### src/rtl/car_park_gate_controller_if.sv
// Board-side signal bundle for the car park gate: sensors and password digits in,
// LEDs and seven-segment digits out.
interface car_park_gate_controller_if;
  logic       sensor_entrance;
  logic       sensor_exit;
  logic [1:0] password_1;
  logic [1:0] password_2;
  logic       GREEN_LED;
  logic       RED_LED;
  logic [6:0] HEX_1;
  logic [6:0] HEX_2;

  modport master (
    output sensor_entrance, sensor_exit, password_1, password_2,
    input  GREEN_LED, RED_LED, HEX_1, HEX_2
  );

  modport slave (
    input  sensor_entrance, sensor_exit, password_1, password_2,
    output GREEN_LED, RED_LED, HEX_1, HEX_2
  );
endinterface

### src/rtl/car_park_gate_controller.sv
// Parking gate FSM: waits a fixed window for a two-part password, then grants entry,
// flags an error, or blocks a tailgating car. LEDs and digits are registered from the state.
module car_park_gate_controller #(
  parameter logic [1:0]  PASS1       = 2'b01,
  parameter logic [1:0]  PASS2       = 2'b10,
  parameter int unsigned WAIT_CYCLES = 4
) (
  input logic                          clk,
  input logic                          reset_n,
  car_park_gate_controller_if.slave    gate
);

  localparam int unsigned CntW = ($clog2(WAIT_CYCLES + 1) > 3) ? $clog2(WAIT_CYCLES + 1) : 3;
  localparam logic [CntW-1:0] CntMax = CntW'(WAIT_CYCLES);

  // Active-low segment patterns, bit order {g,f,e,d,c,b,a}
  localparam logic [6:0] HexBlank = 7'b1111111;
  localparam logic [6:0] HexE     = 7'b0000110;
  localparam logic [6:0] HexN     = 7'b0101011;
  localparam logic [6:0] HexG     = 7'b0000010;
  localparam logic [6:0] HexO     = 7'b1000000;
  localparam logic [6:0] HexS     = 7'b0010010;
  localparam logic [6:0] HexP     = 7'b0001100;

  typedef enum logic [2:0] {
    StIdle         = 3'd0,
    StWaitPassword = 3'd1,
    StWrongPass    = 3'd2,
    StRightPass    = 3'd3,
    StStop         = 3'd4
  } state_e;

  state_e          state_q, state_d;
  logic [CntW-1:0] cnt_q, cnt_d;
  logic            green_q, green_d;
  logic            red_q, red_d;
  logic [6:0]      hex1_q, hex1_d;
  logic [6:0]      hex2_q, hex2_d;
  logic            pass_ok;

  assign pass_ok = (gate.password_1 == PASS1) && (gate.password_2 == PASS2);

  always_comb begin
    state_d = StIdle;
    cnt_d   = '0;
    case (state_q)
      StIdle: state_d = gate.sensor_entrance ? StWaitPassword : StIdle;
      StWaitPassword: begin
        if (cnt_q >= CntMax) begin
          state_d = pass_ok ? StRightPass : StWrongPass;
        end else begin
          state_d = StWaitPassword;
          cnt_d   = cnt_q + 1'b1;
        end
      end
      StWrongPass: state_d = pass_ok ? StRightPass : StWrongPass;
      StRightPass: begin
        if (gate.sensor_entrance && gate.sensor_exit) begin
          state_d = StStop;
        end else if (gate.sensor_exit) begin
          state_d = StIdle;
        end else begin
          state_d = StRightPass;
        end
      end
      StStop:  state_d = pass_ok ? StRightPass : StStop;
      default: state_d = StIdle;
    endcase
  end

  // Outputs follow the current state one edge later; blinking LEDs invert their own register
  always_comb begin
    green_d = 1'b0;
    red_d   = 1'b0;
    hex1_d  = HexBlank;
    hex2_d  = HexBlank;
    case (state_q)
      StWaitPassword: begin
        red_d  = 1'b1;
        hex1_d = HexE;
        hex2_d = HexN;
      end
      StWrongPass: begin
        red_d  = ~red_q;
        hex1_d = HexE;
        hex2_d = HexE;
      end
      StRightPass: begin
        green_d = ~green_q;
        hex1_d  = HexG;
        hex2_d  = HexO;
      end
      StStop: begin
        red_d  = ~red_q;
        hex1_d = HexS;
        hex2_d = HexP;
      end
      default: ;
    endcase
  end

  always_ff @(posedge clk or negedge reset_n) begin
    if (!reset_n) begin
      state_q <= StIdle;
      cnt_q   <= '0;
      green_q <= 1'b0;
      red_q   <= 1'b0;
      hex1_q  <= HexBlank;
      hex2_q  <= HexBlank;
    end else begin
      state_q <= state_d;
      cnt_q   <= cnt_d;
      green_q <= green_d;
      red_q   <= red_d;
      hex1_q  <= hex1_d;
      hex2_q  <= hex2_d;
    end
  end

  assign gate.GREEN_LED = green_q;
  assign gate.RED_LED   = red_q;
  assign gate.HEX_1     = hex1_q;
  assign gate.HEX_2     = hex2_q;

endmodule

### src/flat_wrapper.sv
// flat-port wrapper written by rule: the top's interface ports become plain ports
module car_park_gate_controller_flat 
#(
  parameter logic [1:0]  PASS1       = 2'b01,
  parameter logic [1:0]  PASS2       = 2'b10,
  parameter int unsigned WAIT_CYCLES = 4
)
  (clk, reset_n, gate_sensor_entrance, gate_sensor_exit, gate_password_1, gate_password_2, gate_GREEN_LED, gate_RED_LED, gate_HEX_1, gate_HEX_2);
  car_park_gate_controller_if gate_i ();
  input logic clk;
  input logic reset_n;
  input wire logic [$bits(gate_i.sensor_entrance)-1:0] gate_sensor_entrance;
  input wire logic [$bits(gate_i.sensor_exit)-1:0] gate_sensor_exit;
  input wire logic [$bits(gate_i.password_1)-1:0] gate_password_1;
  input wire logic [$bits(gate_i.password_2)-1:0] gate_password_2;
  output wire logic [$bits(gate_i.GREEN_LED)-1:0] gate_GREEN_LED;
  output wire logic [$bits(gate_i.RED_LED)-1:0] gate_RED_LED;
  output wire logic [$bits(gate_i.HEX_1)-1:0] gate_HEX_1;
  output wire logic [$bits(gate_i.HEX_2)-1:0] gate_HEX_2;
  assign gate_i.sensor_entrance = gate_sensor_entrance;
  assign gate_i.sensor_exit = gate_sensor_exit;
  assign gate_i.password_1 = gate_password_1;
  assign gate_i.password_2 = gate_password_2;
  assign gate_GREEN_LED = gate_i.GREEN_LED;
  assign gate_RED_LED = gate_i.RED_LED;
  assign gate_HEX_1 = gate_i.HEX_1;
  assign gate_HEX_2 = gate_i.HEX_2;
  car_park_gate_controller #(.PASS1(PASS1), .PASS2(PASS2), .WAIT_CYCLES(WAIT_CYCLES)) u_core (.clk(clk), .reset_n(reset_n), .gate(gate_i));
endmodule
### config.mk
export PLATFORM = sky130hd
export DESIGN_NAME = car_park_gate_controller_flat
export DESIGN_NICKNAME = d
export VERILOG_FILES = /design/src/rtl/car_park_gate_controller_if.sv /design/src/rtl/car_park_gate_controller.sv /design/src/flat_wrapper.sv
export SDC_FILE = /design/constraint.sdc
export NUM_CORES = 1
export LEC_CHECK = 0
export ABC_AREA = 1
export ABC_CLOCK_PERIOD_IN_PS = 1500
export CELL_PAD_IN_SITES_DETAIL_PLACEMENT = 0
export CELL_PAD_IN_SITES_GLOBAL_PLACEMENT = 1
export CORE_MARGIN = 2
export CORE_UTILIZATION = 33
export DETAILED_ROUTE_END_ITERATION = 10
export PLACE_DENSITY = 0.89
export RECOVER_POWER = 50
export SYNTH_ARGS = -nofsm -noshare
export SYNTH_HDL_FRONTEND = slang
export SYNTH_SLANG_ARGS = --single-unit
### constraint.sdc
create_clock -name clk -period 1.5 [get_ports clk]
set_input_delay 0.225 -clock clk [delete_from_list [all_inputs] [get_ports clk]]
set_output_delay 0.225 -clock clk [all_outputs]
set_load 0.02 [all_outputs]
**After elaboration in Yosys (flattened, before gate mapping)**

Cells that the tools add are included.

- Bits in registers: 22
- Output and inout bits: 16
- Logic and storage cells: 34

- Add/sub/neg operators: 1
- Magnitude comparators: 1
- Equality and inequality tests: 6
- Muxes and demuxes: 13
- Bitwise gates (word level): 2
- Reduce and logical (&&, ||, !) cells: 5

Operators by type and width:

| kind | number |
|---|---|
| $pmux 7 s4 | 1 |
| $pmux 7 s3 | 1 |
| $mux 3 | 5 |
| $pmux 3 s5 | 1 |
| $eq 3x2->1 const B | 2 |
| $reduce_or 2->1 | 2 |
| $add 3x1->3 const B | 1 |
| $eq 3x1->1 const B | 1 |
| $eq 3x3->1 const B | 1 |
| $ge 3x3->1 const B | 1 |
| $logic_not 3->1 | 1 |
| $mux 1 | 3 |
| $eq 2x1->1 const B | 1 |
| $eq 2x2->1 const B | 1 |
| $logic_and 1x1->1 | 2 |
| $mux 2 | 1 |
| $not 1->1 | 2 |
| $pmux 1 s2 | 1 |

**Depth between registers and ports, before layout**

- Depth after elaboration: 5
- Gate-level depth with buffers: 6
- Mapped depth without buffers: 6

**Worst setup path before layout**

OpenSTA, ideal clock, no wires.

- Path kind: register to output
- Start: reg, netlist name u_core.gate.HEX_1[5]
- End: out gate_HEX_1[3]
- Arrival: 0.755 ns
- Required time: 1.275 ns
- Setup slack: 0.520 ns
- Cell stages (with the launch flop): 2
- Buffers on the path: 1
- Cells stage by stage: dfstp_2 -> buf_4

RTL lines:

| element | RTL line | RTL |
|---|---|---|
| end, declared | flat_wrapper.sv:18 | `output wire logic [$bits(gate_i.HEX_1)-1:0] gate_HEX_1;` |

**Worst setup path after layout**

- Start: reg u_core.green_q, in the netlist u_core.gate.GREEN_LED
- End: out gate_GREEN_LED

RTL lines:

| element | RTL line | RTL |
|---|---|---|
| start, declared | car_park_gate_controller.sv:35 | `logic green_q, green_d;` |
| start signal, assigned | car_park_gate_controller.sv:113 | `green_q <= green_d;` |
| end, declared | flat_wrapper.sv:16 | `output wire logic [$bits(gate_i.GREEN_LED)-1:0] gate_GREEN_LED;` |

No word-level cell between the ends.

==> reports/qor.txt <==
Clk slew on worst S/H paths: 0.08 ns
Critical path type: reg -> out
Status: finished clean
Reg-to-Reg Start: u_core.state_q[2]
Crit path max fanout: 2
R2r worst-path depth: 5
Rel. slew slack: 0.509
PortBufs: 22
Post-CTS Hold Buffers: 0
Drt pass-1 iters: 2
Fmax: 680 MHz
Post-synthesis adder-cell area fraction: 0.0368
Post-CTS setup buffer count: 0
Bufs and invs on worst path: 1
Crit-path slowest cell: clkdlybuf4s50_1
Yosys reg bits: 15
Total Wirelength: 1080 um
Number of routed nets with antenna violations: 0
Worst hold stages: 1
WP data required: 1.27 ns
Final Hold Viols: 0
Rows: 16
Number of global-route vias before repair: 426
Reg-to-reg setup timing slack: 0.41 ns
Routability Congestion: 0.706
Min-Delay Path Class: reg -> reg
Synth Area in XOR/XNOR: 0
H-tree lvl count: 1
Leakage: 0.463 nW
Max VDD drop: 495 uV
Via count: 500
Mean post-synth cell area: 9.18 um^2
Crit-path cells: clkdlybuf4s50_1
CP arrival: 1.24 ns
Yosys cell types: 15
Delay of the slowest cell on the worst path: 0.60 ns
Antenna Cells: 0
Post-synth net total: 84
Yosys warning count: 0
DP Wirelength: 849 um
Crit-path leading delay family: buffers and inverters
Nets: 105
Root cell of the clock tree: clkbuf_4
Sequential share of the synthesized area: 0.565
PnR worst setup slack: 0.0305 ns
Synth Area in Compound Gates: 0.0313
CTS tree: done
Hold path endpoint: u_core.gate.GREEN_LED
Pre-CTS WS: 0.128 ns
GR Overflow Total: 0
I/O pin cnt: 24
Iter 0 DRT Violations: 11
Largest family of logic cells by synthesized area: simple AND/OR/NAND/NOR gates
Mux share of post-synthesis cell area: 0
RR Endpoint: u_core.cnt_q[1]
Pins Over Slew Limit: 0
Gr usage total: 0.0951
Fillers: 203
Worst skew pair latency: 0.28 ns
First-pass GRT wire length: 1670 um
Post-Synthesis Cells: 74
Starting density of the core: 0.350
Synth Area in Simple Gates: 0.206
Crit. End Element: output port
Setup TNS: 0 ns
Pwr dens: 1830 nW/um^2
Clock Skew: 0.00203 ns
Core Box Area: 1940 um^2
P&R area growth vs syn: 32.0%
Crit path time final: 1.47 ns
Clock buffer depth: 2
Hold slack: 0.437 ns
Layout cell share with drive strength beyond 1: 0.202
Total CTS buffers: 3
Die H: 49.4 um
Initial antenna violation count: 0
Largest net degree at the start of global routing: 16
DP Cell Count: 117
Vias per cell: 4.13
Tcrit/Tclk final: 0.980
Netlist Area Pre-Place: 679 um^2
Clock Sinks: 15
Transition time at the pin with the least slew margin: 0.737 ns
Drt wl/cell: 8.96 um
Die width: 49.4 um
DRC Markers: 0
Setup violations, final: 0
Finished Layout Cells: 121
Max-Cap Viols: 0
CP Launch Type: flip-flop
Worst hold start: u_core.gate.GREEN_LED
Die footprint: 2440 um^2
RSZ-0062 raised after global routing: false
[per-layer routing]
| layer | wire [um] | global-route usage | up-vias |
|---|---|---|---|
| met5 | 0 | 0 | - |
| met3 | 51 | 0.00920 | 3 |
| met4 | 36 | 0.111 | 0 |
| met1 | 465 | 0.0966 | 222 |
| li1 | - | - | 251 |
| met2 | 530 | 0.158 | 24 |
[where the power goes]
part / leakage, nW / switching [mW] / internal [mW]
clock network: 0.0150 / 0.125 / 0.103
logic: 0.272 / 0.472 / 0.277
registers: 0.176 / 0.0794 / 0.588
total: 0.463 / 0.676 / 0.969
[cells in the final DEF (no fill, tap or decap)]
| master | synthesis | layout |
|---|---|---|
| nand2_1 | 13 | 13 |
| conb_1 | 1 | 1 |
| nand3_2 | 1 | 1 |
| inv_2 | 4 | 3 |
| clkbuf_4 | 0 | 3 |
| ha_1 | 2 | 2 |
| clkdlybuf4s50_1 | 0 | 7 |
| dlymetal6s2s_1 | 0 | 1 |
| nor2_1 | 8 | 8 |
| nand3_1 | 4 | 4 |
| inv_1 | 10 | 11 |
| a21oi_1 | 1 | 1 |
| nor2_2 | 5 | 5 |
| o21ai_1 | 2 | 2 |
| clkbuf_1 | 0 | 2 |
| dfrtp_1 | 8 | 8 |
| dfstp_2 | 7 | 7 |
| dlygate4sd3_1 | 0 | 1 |
| dlygate4sd2_1 | 0 | 13 |
| o22ai_1 | 1 | 1 |
[final cells by class]
type	instances	area [um^2]	share of cell area
Timing Repair Buffer	23	210	0.234
Tap cell	27	33.8	0.0377
Inverter	14	52.6	0.0586
Clock buffer	4	26.3	0.0293
Sequential cell	15	384	0.428
Multi-Input combinational cell	38	190	0.212
[cells in the mapped netlist]
library cell | count | area [um^2]
nor2_1 | 8 | 30.0
o22ai_1 | 1 | 6.26
a21oi_1 | 1 | 5.00
nand3_2 | 1 | 10.0
nand2_1 | 13 | 48.8
nor2_2 | 5 | 31.3
dfstp_2 | 7 | 184
o21ai_1 | 2 | 10.0
conb_1 | 1 | 3.75
dfrtp_1 | 8 | 200
inv_2 | 4 | 15.0
ha_1 | 2 | 25.0
buf_4 | 7 | 52.6
inv_1 | 10 | 37.5
nand3_1 | 4 | 20.0
[worst max-delay path by stage]
stage                                      from              to  depth (start not counted)
final                     u_core.gate.GREEN_LED  gate_GREEN_LED                          1
after global routing      u_core.gate.GREEN_LED  gate_GREEN_LED                          1
after CTS                 u_core.gate.GREEN_LED  gate_GREEN_LED                          1
after detailed placement   u_core.gate.HEX_1[5]   gate_HEX_1[0]                          1
after global placement     u_core.gate.HEX_1[5]   gate_HEX_1[5]                          1
after floorplan            u_core.gate.HEX_1[5]   gate_HEX_1[3]                          1
[state kept, by name, indices dropped and copies added (netlist names)]
register / cells
u_core.cnt_q: 3
u_core.gate.GREEN_LED: 1
u_core.gate.HEX_1: 3
u_core.gate.HEX_2: 4
u_core.gate.RED_LED: 1
u_core.state_q: 3
[through the flow]
stage / total power [mW] / utilization / cell area, um^2
floorplan: 1.25 / - / 679
global placement: 1.51 / 0.457 / 888
detailed placement: 1.53 / 0.457 / 888
CTS: 1.67 / 0.463 / 898
global route: 1.74 / 0.462 / 897
finish: 1.64 / 0.462 / 897
[logic make-up after synthesis]
group,after synthesis
adders and majority gates,2
DFF,15
buffers and inverters,21
other,1
and+or+nand+nor,31
AOI/OAI and AO/OA,4
[repair_timing]
| item | in CTS | in global routing |
|---|---|---|
| pin swaps | 0 | 0 |
| setup endpoints to repair | 13 | 1 |
| resized for setup | 13 | 1 |
Note: power is estimated with default switching activity, not from simulation.
